`src/rtl/led_pkg.sv`:
```
// Shared mode encoding for the LED pattern engine.
package led_pkg;

  typedef logic [2:0] mode_t;

  localparam mode_t MODE_OFF      = 3'd0;
  localparam mode_t MODE_RUN_DOWN = 3'd1;
  localparam mode_t MODE_RUN_UP   = 3'd2;
  localparam mode_t MODE_BLINK    = 3'd3;
  localparam mode_t MODE_ALL_ON   = 3'd4;
  localparam mode_t MODE_BOUNCE   = 3'd5;
  localparam mode_t MODE_COUNT    = 3'd6;

endpackage

```
`src/rtl/led_step_timer.sv`:
```
// Free-running step divider: wraps every STEP_CYC running clocks and flags the step.
module led_step_timer #(
  parameter int STEP_CYC = 10_000_000
) (
  input  logic clk_i,
  input  logic rst_i,
  input  logic clear_i,
  input  logic run_i,
  output logic step_o,
  output logic step_tick_o
);

  localparam int CNT_W = $clog2(STEP_CYC);

  logic [CNT_W-1:0] cnt_q, cnt_d;
  logic             tick_q, tick_d;

  // Counter next state; step_o marks the edge on which the phase advances.
  always_comb begin
    cnt_d  = cnt_q;
    tick_d = 1'b0;
    step_o = 1'b0;
    if (clear_i) begin
      cnt_d = '0;
    end else if (run_i) begin
      if (cnt_q == CNT_W'(STEP_CYC - 1)) begin
        cnt_d  = '0;
        tick_d = 1'b1;
        step_o = 1'b1;
      end else begin
        cnt_d = cnt_q + CNT_W'(1);
      end
    end else begin
      cnt_d = cnt_q;
    end
  end

  // Counter and tick registers.
  always_ff @(posedge clk_i or posedge rst_i) begin
    if (rst_i) begin
      cnt_q  <= '0;
      tick_q <= 1'b0;
    end else begin
      cnt_q  <= cnt_d;
      tick_q <= tick_d;
    end
  end

  assign step_tick_o = tick_q;

endmodule

```
`src/rtl/led_pattern_engine.sv`:
```
// Key-selected LED pattern generator: edge-detected mode select, stepped phase,
// and LED drive registered from next-state mode/phase so it never lags mode.
module led_pattern_engine
  import led_pkg::*;
#(
  parameter int LED_W    = 4,
  parameter int KEY_W    = 4,
  parameter int STEP_CYC = 10_000_000
) (
  input  logic             sys_clk,
  input  logic             sys_rst,
  input  logic [KEY_W-1:0] key_push,
  input  logic             pause,
  output logic [LED_W-1:0] led_state,
  output logic [2:0]       mode,
  output logic             step_tick
);

  localparam int PH_W = (($clog2(LED_W) > 1) ? $clog2(LED_W) : 1) + 1;

  logic [KEY_W-1:0] key_q;
  logic [KEY_W-1:0] rise_s;
  mode_t            mode_q, mode_d, key_mode_s;
  logic [PH_W-1:0]  phase_q, phase_d;
  logic             dir_q, dir_d;
  logic [LED_W-1:0] count_q, count_d;
  logic [LED_W-1:0] led_q, led_d;
  logic             change_s, run_s, step_s;

  assign rise_s   = key_push & ~key_q;
  assign change_s = |rise_s;
  assign run_s    = ~pause && (mode_q != MODE_OFF) && (mode_q <= MODE_COUNT);

  led_step_timer #(.STEP_CYC(STEP_CYC)) u_timer (
    .clk_i       (sys_clk),
    .rst_i       (sys_rst),
    .clear_i     (change_s),
    .run_i       (run_s),
    .step_o      (step_s),
    .step_tick_o (step_tick)
  );

  // Mode selection, phase stepping and pattern decode.
  always_comb begin
    key_mode_s = MODE_OFF;
    mode_d     = mode_q;
    phase_d    = phase_q;
    dir_d      = dir_q;
    count_d    = count_q;
    led_d      = '0;

    // Scan high to low so the lowest rising key is the one that sticks.
    for (int i = KEY_W - 1; i >= 0; i--) begin
      if (rise_s[i]) begin
        key_mode_s = mode_t'(i + 1);
      end else begin
        key_mode_s = key_mode_s;
      end
    end

    if (change_s) begin
      mode_d  = (mode_q == key_mode_s) ? MODE_OFF : key_mode_s;
      phase_d = '0;
      dir_d   = 1'b0;
      count_d = '0;
    end else if (step_s) begin
      count_d = count_q + LED_W'(1);
      case (mode_q)
        MODE_RUN_DOWN, MODE_RUN_UP: begin
          phase_d = (phase_q == PH_W'(LED_W - 1)) ? '0 : phase_q + PH_W'(1);
        end
        MODE_BOUNCE: begin
          // dir_q: 0 = moving up, 1 = moving down; reverse at either end.
          if (!dir_q) begin
            if (phase_q == PH_W'(LED_W - 1)) begin
              phase_d = phase_q - PH_W'(1);
              dir_d   = 1'b1;
            end else begin
              phase_d = phase_q + PH_W'(1);
            end
          end else begin
            if (phase_q == '0) begin
              phase_d = PH_W'(1);
              dir_d   = 1'b0;
            end else begin
              phase_d = phase_q - PH_W'(1);
            end
          end
        end
        default: phase_d = phase_q + PH_W'(1);
      endcase
    end else begin
      phase_d = phase_q;
    end

    case (mode_d)
      MODE_RUN_DOWN: led_d = {1'b1, {(LED_W-1){1'b0}}} >> phase_d;
      MODE_RUN_UP:   led_d = {{(LED_W-1){1'b0}}, 1'b1} << phase_d;
      MODE_BLINK:    led_d = phase_d[0] ? '0 : '1;
      MODE_ALL_ON:   led_d = '1;
      MODE_BOUNCE:   led_d = {{(LED_W-1){1'b0}}, 1'b1} << phase_d;
      MODE_COUNT:    led_d = count_d;
      default:       led_d = '0;
    endcase
  end

  // State and output registers.
  always_ff @(posedge sys_clk or posedge sys_rst) begin
    if (sys_rst) begin
      key_q   <= '0;
      mode_q  <= MODE_OFF;
      phase_q <= '0;
      dir_q   <= 1'b0;
      count_q <= '0;
      led_q   <= '0;
    end else begin
      key_q   <= key_push;
      mode_q  <= mode_d;
      phase_q <= phase_d;
      dir_q   <= dir_d;
      count_q <= count_d;
      led_q   <= led_d;
    end
  end

  assign led_state = led_q;
  assign mode      = mode_q;

endmodule

```
`config.mk`:
```
export PLATFORM = sky130hd
export DESIGN_NAME = led_pattern_engine
export DESIGN_NICKNAME = d
export VERILOG_FILES = /design/src/rtl/led_pkg.sv /design/src/rtl/led_step_timer.sv /design/src/rtl/led_pattern_engine.sv
export SDC_FILE = /design/constraint.sdc
export NUM_CORES = 1
export LEC_CHECK = 0
export BUFFER_PORTS_ARGS = -buffer_cell sky130_fd_sc_hd__buf_4
export CAP_MARGIN = 20
export CORE_MARGIN = 3
export CORE_UTILIZATION = 31
export DETAILED_ROUTE_END_ITERATION = 10
export HOLD_SLACK_MARGIN = 0.03
export SLEW_MARGIN = 20
export SYNTH_ARGS = -nofsm -noshare
export SYNTH_HDL_FRONTEND = slang
export SYNTH_SLANG_ARGS = --single-unit
```
`constraint.sdc`:
```
create_clock -name sys_clk -period 4.9 [get_ports sys_clk]
set_input_delay 0.735 -clock sys_clk [delete_from_list [all_inputs] [get_ports sys_clk]]
set_output_delay 0.735 -clock sys_clk [all_outputs]
set_load 0.02 [all_outputs]
```
==> results.md, run 1 <==
- Outcome: finished, final reports clean
- Seq/Total Area, Yosys: roughly two fifths
- Clock Skew: 6.142 ps
- Period minus WS final: about 2900 ps
- Worst VDD drop: slightly above 100 uV
- Vias per Instance: approximately 5.4
- Yosys cell types: between 50 and 60
- Final Hold Vio Count: 0
- Top cell type by total area after synthesis: dfrtp_1
- Worst setup SP type: primary input
- Sequential share of power: about half
- Pin count of the biggest net entering global routing: 45
- Drc violations: 0
- Syn_nets: between 300 and 400
- Post-CTS setup buffers: 0
- Critical Path Fanout Max: 20
- CTS tree: yes
- Die Wd: between 90 and 100 microns
- Area grow syn2layout: 11.02%
- Worst setup EP type: flip-flop
- Wire length per cell: between 10 and 15 microns
- Hold_buf cts: 0
- Chip Height: roughly 99 microns
- Final Setup Violations: 0
- Crit Path Category: primary input to flip-flop
- Post-layout total power: about 0.76 mW
- Power per cell area: 255.8 nW/um^2
- Synth area leaders: dfrtp_1, nor2_1, ha_1
- DR pass1 iterations: 4
- Clk_lat worst skew: approximately 290 ps
- Setup repair after global routing missed its margin: false
- Clock Path Buffers: 2
- Diode count: 0
- GRT Util Overall: between 10% and 20%
- Post-CTS sizing: 0
- Drt total wl: ~6.0 mm
- WP data required: 5100 ps
- Largest stage delay on the critical path: between 800 and 900 ps
- Buf+Inv Stages, Crit Path: 1
- Die ar.: around 10000 sq um
- # fillers: 866
- Hpwl dp: 4.307 mm
- Post-route clock period utilization: 58.22%
- Layout net count: 324
- Vias in the first global route: approximately 2,200
- Post-layout util: 35.81%
- Gpl congestion: about 0.80
- Antenna violations before repair: 0
- HP Class: primary input to flip-flop
- Pint: ~0.55 mW
- Commonest register cell after synthesis: dfrtp_1
- Ys async rst share: 100.0%
- Crit path cell chain: buf_4 -> nor2b_1 -> or4_1 -> o41ai_1 -> o21ai_0 -> o211ai_1
- Switching Share: around 28%
- Fin. max-slew vios: 0
- MaxCap Viol Count: 0
- Initial DRC Count: roughly 110
- Core Region: 8341 sq um
- Post-synth EDFFs: 0
- Worst-Margin Slew: 945.3 ps
- DR vias: about 2,200
- Max frequency: 350.6 MHz
- CTS root buf: clkbuf_8
- Post-Syn Instances: between 200 and 300
- Post-synthesis register bit count: 44
- Comb power frac: 16.6%
- Clock power share: between 30% and 40%
- Row cnt: 33
- CP top delay family: compound AO/OA/AOI/OAI gates
- Leakage: 1.157 nW
- Initial Util: 32.25%
- Clock Sinks: 44
- H-tree level count: 2
- I/O Buffers: 14
- Data arrival, critical path: 3050 ps
- Yosys warnings: 0
- Mapped cell area: around 2700 sq um
- CTS buffer count: 5
- Critical path's slowest cell: or4_1
- Max_slew headroom: 36.89%
- Clock transition at the registers of the reported paths: roughly 80 ps
- Share of the synthesized area in the top cell type: 40.93%
- Share of cells above drive strength 1: between 10% and 20%
- ANT nets after route: 0
- Switch Pwr: approximately 0.22 mW
- Total global routing overflow: 0
- # IOs: 15
- Mean area per synthesized cell: approximately 9 sq um
- Setup_tns: 0 ps
- First-pass GRT wire length: ~11 mm
cells in the mapped netlist, drive strengths merged, types with 3 or more instances:
library cell	number
a21oi	15
a31oi	7
a32oi	5
and2	6
and3	3
clkbuf	10
dfrtp	44
ha	8
inv	15
mux2i	4
nand2	21
nand2b	3
nand3	8
nand3b	3
nand4	14
nor2	30
nor2b	11
nor3	4
nor4	7
nor4b	3
o211ai	5
o21ai	16
o311ai	3
or3	10
xnor2	10
xor2	10
final cells by class:
class | count | area (sq um) | area share (%)
clock buffer | 7 | 96.34 | 3.226
tap | 105 | 131.4 | 4.399
timing repair buffer | 15 | 112.6 | 3.770
multi-input combinational | 227 | 1485 | 49.73
sequential | 44 | 1101 | 36.87
inverter | 16 | 60.06 | 2.011
cells by family (layout without fill, tap and decap cells):
| group | Yosys count | count (layout) | share of synthesized area (%) |
|---|---|---|---|
| muxes | 4 | 4 | 1.488 |
| AOI/OAI and AO/OA | 60 | 60 | 15.16 |
| DFF | 44 | 44 | 40.93 |
| buffers and inverters | 27 | 38 | 3.860 |
| xor gates and xnor gates | 20 | 20 | 6.511 |
| adders and majority gates | 8 | 8 | 3.721 |
| and+or+nand+nor | 135 | 135 | 28.33 |
flip-flops by register name, indices dropped and copies added, names as in the netlist:
| register | cells |
|---|---|
| phase_q | 3 |
| key_q | 4 |
| mode | 3 |
| u_timer.cnt_q | 24 |
| count_q | 4 |
| led_state | 4 |
| dir_q | 1 |
| u_timer.step_tick_o | 1 |
path summary, 6_finish.rpt:
path / startpoint / to / slack, ps / cells after the start
max in group asynchronous: sys_rst / u_timer.cnt_q[11] / 3660 / 2
min: key_push[3] / key_q[3] / 550 / 1
max reg2reg: mode[1] / led_state[0] / 2090 / 7
max: key_push[3] / led_state[3] / 2050 / 6
min reg2reg: u_timer.cnt_q[1] / u_timer.cnt_q[1] / 560 / 2
min in group asynchronous: sys_rst / led_state[2] / 660 / 2
per-layer routing:
metal,GRT usage (%),wire (microns)
met4,2.731,21
met3,2.454,205
met5,0,0
met2,20.30,2727
met1,19.01,3084
power groups by stage:
stage               sequential (mW)  combinational, mW  clock, mW
floorplan                     0.403             0.0798          0
global route                  0.395              0.143      0.271
global placement              0.399              0.127          0
finish                        0.392              0.127      0.245
detailed placement            0.399              0.127          0
CTS                           0.392              0.128      0.257
metrics by stage:
step	std cells	setup WS (ps)	hold WS, ps	cell area, sq um
after floorplan	298	2410	505.0	2690
after global placement	407	1804	534.4	2890
after detailed placement	407	1768	548.1	2890
after CTS	414	2070	536.6	2987
after global routing	414	1737	529.6	2987
final	414	2047	550.3	2987
cells in the final DEF, fill, tap and decap left out, types with 4 or more instances in the layout:
cell type / n
a32oi_1: 5
ha_1: 8
xor2_1: 10
nor2_1: 30
a31oi_1: 7
o211ai_1: 5
inv_1: 13
nand4_1: 14
and2_1: 6
o21ai_0: 13
clkbuf_8: 7
buf_4: 15
nand2_1: 21
or3_1: 9
nor4_1: 7
xnor2_1: 10
a21oi_1: 15
nand3_1: 8
nor2b_1: 11
mux2i_1: 4
dfrtp_1: 44
No activity file was read; power rests on OpenSTA's default activity.
==> inputs of run 2 (changes only) <==
Clock period 4.9 ns to 2.5 ns, I/O delays scaled along.
==> run 2 against run 1 <==
Die area is the same. Setup slack worse by 1900 ps. Cell area increased by 9.6%. Cell count up 7.0%. Total power rose by 120%. Sequential share of layout area is 3.2 points lower. Sequential power increased by 92%. Combinational power is 140% higher. Critical path depth increased by 1. Register-to-register slack got worse by 2000 ps. Count of clock-buffer cells in the layout shrank 2.
==> results.md, run 2 (synthesis gave the netlist of run 1 again) <==
- # IOs: 15 (unchanged)
- Fin cells: 443 (+7.0%)
- Vias in the first global route: 2,301 (+4.4%)
- Placed Instances: 435 (+6.9%)
- I/O Buffers: 14 (unchanged)
- Gpl congestion: 0.8199 (+2.5%)
- Die ar.: 9832 sq um (unchanged)
- Data arrival, critical path: 2530 ps (-520 ps)
- MaxCap Viol Count: 0 (unchanged)
- Share of cells above drive strength 1: 19.53% (+9.5 points)
- Total global routing overflow: 0 (unchanged)
- Reg with most FFs: u_timer.cnt_q
- GRT Util Overall: 13.36% (+0.30 points)
- Initial Util: 32.25% (unchanged)
- Vias per Instance: 5.289 (-1.2%)
- Post-route clock period utilization: between 90 and 100%
- ANT nets after route: 0 (unchanged)
- Sequential share of power: 44.5% (-6.8 points)
- Worst VDD drop: 235.9 uV (+130%)
- CTS tree: yes
- Area grow syn2layout: 21.72%
- Most frequent cells in the layout: dfrtp_1, buf_4, nor2_1
- Clock transition at the registers of the reported paths: 90 ps (about the same)
- Wire length per cell: 14.42 microns (-1.1%)
- Setup repair after global routing missed its margin: false
- Hpwl dp: 4.814 mm (+12%)
- Fin. max-slew vios: 0 (unchanged)
- Power per cell area: 515.6 nW/um^2 (+100%)
- Clock Skew: 14.09 ps (+7.949 ps)
- Max FFs per register: 24 (unchanged)
- Initial DRC Count: 96 (-14%)
- Leakage: 1.310 nW (+13%)
- Setup_tns: 0 ps (unchanged)
- Final Setup Violations: 0 (unchanged)
- Outcome: finished, final reports clean
- Crit Path Category: flip-flop to flip-flop
- Drt total wl: 6.389 mm (+5.8%)
- CTS buffer count: 5 (unchanged)
- Hold Slack: 47.26 ps (-503.0 ps)
- H-tree level count: 2 (unchanged)
- Pin count of the biggest net entering global routing: 19 (-58%)
- DR vias: 2,343 (+5.7%)
- Antenna violations before repair: 0 (unchanged)
- Worst setup SP type: flip-flop
- Comb power frac: 18.1% (+1.5 points)
- Worst setup EP type: flip-flop
- HP Class: primary input to asynchronous set/reset pin
- Critical Path Fanout Max: 7 (-65%)
- Hold_buf cts: 0 (unchanged)
- Chip Height: 99.16 microns (unchanged)
- Clock Sinks: 44 (unchanged)
- Pint: 1.250 mW (+130%)
- Max frequency: around 420 MHz
- First-pass GRT wire length: 10.83 mm (+0.77%)
- Row cnt: 33 (unchanged)
- Layout net count: 353 (+9.0%)
- Core Region: 8341 sq um (unchanged)
- Period minus WS final: 2371 ps
- Drc violations: 0 (unchanged)
- Final Hold Vio Count: 0 (unchanged)
- Clock Path Buffers: 2 (unchanged)
- Diode count: 0 (unchanged)
- WP data required: 2660 ps (-2440 ps)
- Switch Pwr: 0.4387 mW (+100%)
- Clk_lat worst skew: 300 ps (about the same)
- Die Wd: 99.16 microns (unchanged)
- Clock power share: 37.4% (+5.3 points)
- Max_slew headroom: 63.83% (+27 points)
- CTS root buf: clkbuf_8
- Worst-Margin Slew: 542.5 ps (-402.8 ps)
- DR pass1 iterations: 4 (unchanged)
- Switching Share: 25.98% (-2.4 points)
-- run 2: changes by cell type in the layout (fill, tap and decap cells not counted), moves of 2 or more --
cell	before	now
ha_1	8	6
buf_4	15	44
bufinv_16	0	2
clkbuf_8	7	5
-- run 2: layout make-up --
type,instances,area [sq um]
Clock buffer,5,68.82
Clock inverter,2,60.06
Fill cell,857,5066
Inverter,16,60.06
Multi-Input combinational cell,227,1523
Sequential cell,44,1101
Tap cell,105,131.4
Timing Repair Buffer,44,330.3
-- run 2: per-stage QoR --
stage,instance area [sq um],power [mW],worst slack [ps],utilization [%]
floorplan,2690,0.9471,178.2,-
global placement,3100,1.065,99.32,37.17
detailed placement,3100,1.072,87.69,37.17
CTS,3229,1.707,57.44,38.72
global route,3274,1.767,8.217,39.26
finish,3274,1.688,128.6,39.26
-- run 2: what timing repair did --
action,in CTS,in global routing
setup buffers,0,1
hold endpoints to repair,0,0
resized for setup,0,8
endpoints found under the setup margin,0,4
-- run 2: per-layer routing --
layer  vias up  track usage [%]  share of wire (%)
met4         0            3.887                1.1
met5         -                0                  0
met1      1128            18.33                 48
met3         8            3.015                3.8
met2        44            21.18                 47
li1       1163                -                  -
-- run 2: power by group through the flow --
stage          combinational [mW]  sequential, mW  clock [mW]
6_report                    0.305           0.752       0.631
5_1_grt                     0.337           0.754       0.675
4_1_cts                     0.306           0.752       0.649
3_5_place_dp                0.306           0.765           0
3_3_place_gp                0.301           0.764           0
2_1_floorplan               0.156           0.791           0
-- run 2: worst max-delay path, cell delays in order, from the launching register on --
cell,delay (ps)
dfrtp_1,410
and2_1,200
a211o_1,390
or3_1,530
o31ai_4,400
nor4_1,110
nand2_1,100
o211ai_1,90
-- run 2: path summary, 6_finish.rpt --
check                                  from               end  slack (ps)  cells past startpoint
setup / recovery                    mode[1]      led_state[3]         130                      7
hold / removal                      sys_rst        count_q[1]          50                      2
setup reg to reg                    mode[1]      led_state[3]         130                      7
hold reg to reg            u_timer.cnt_q[1]  u_timer.cnt_q[1]         550                      2
max in group asynchronous           sys_rst  u_timer.cnt_q[7]        1880                      3
min in group sys_clk            key_push[3]          key_q[3]         190                      1
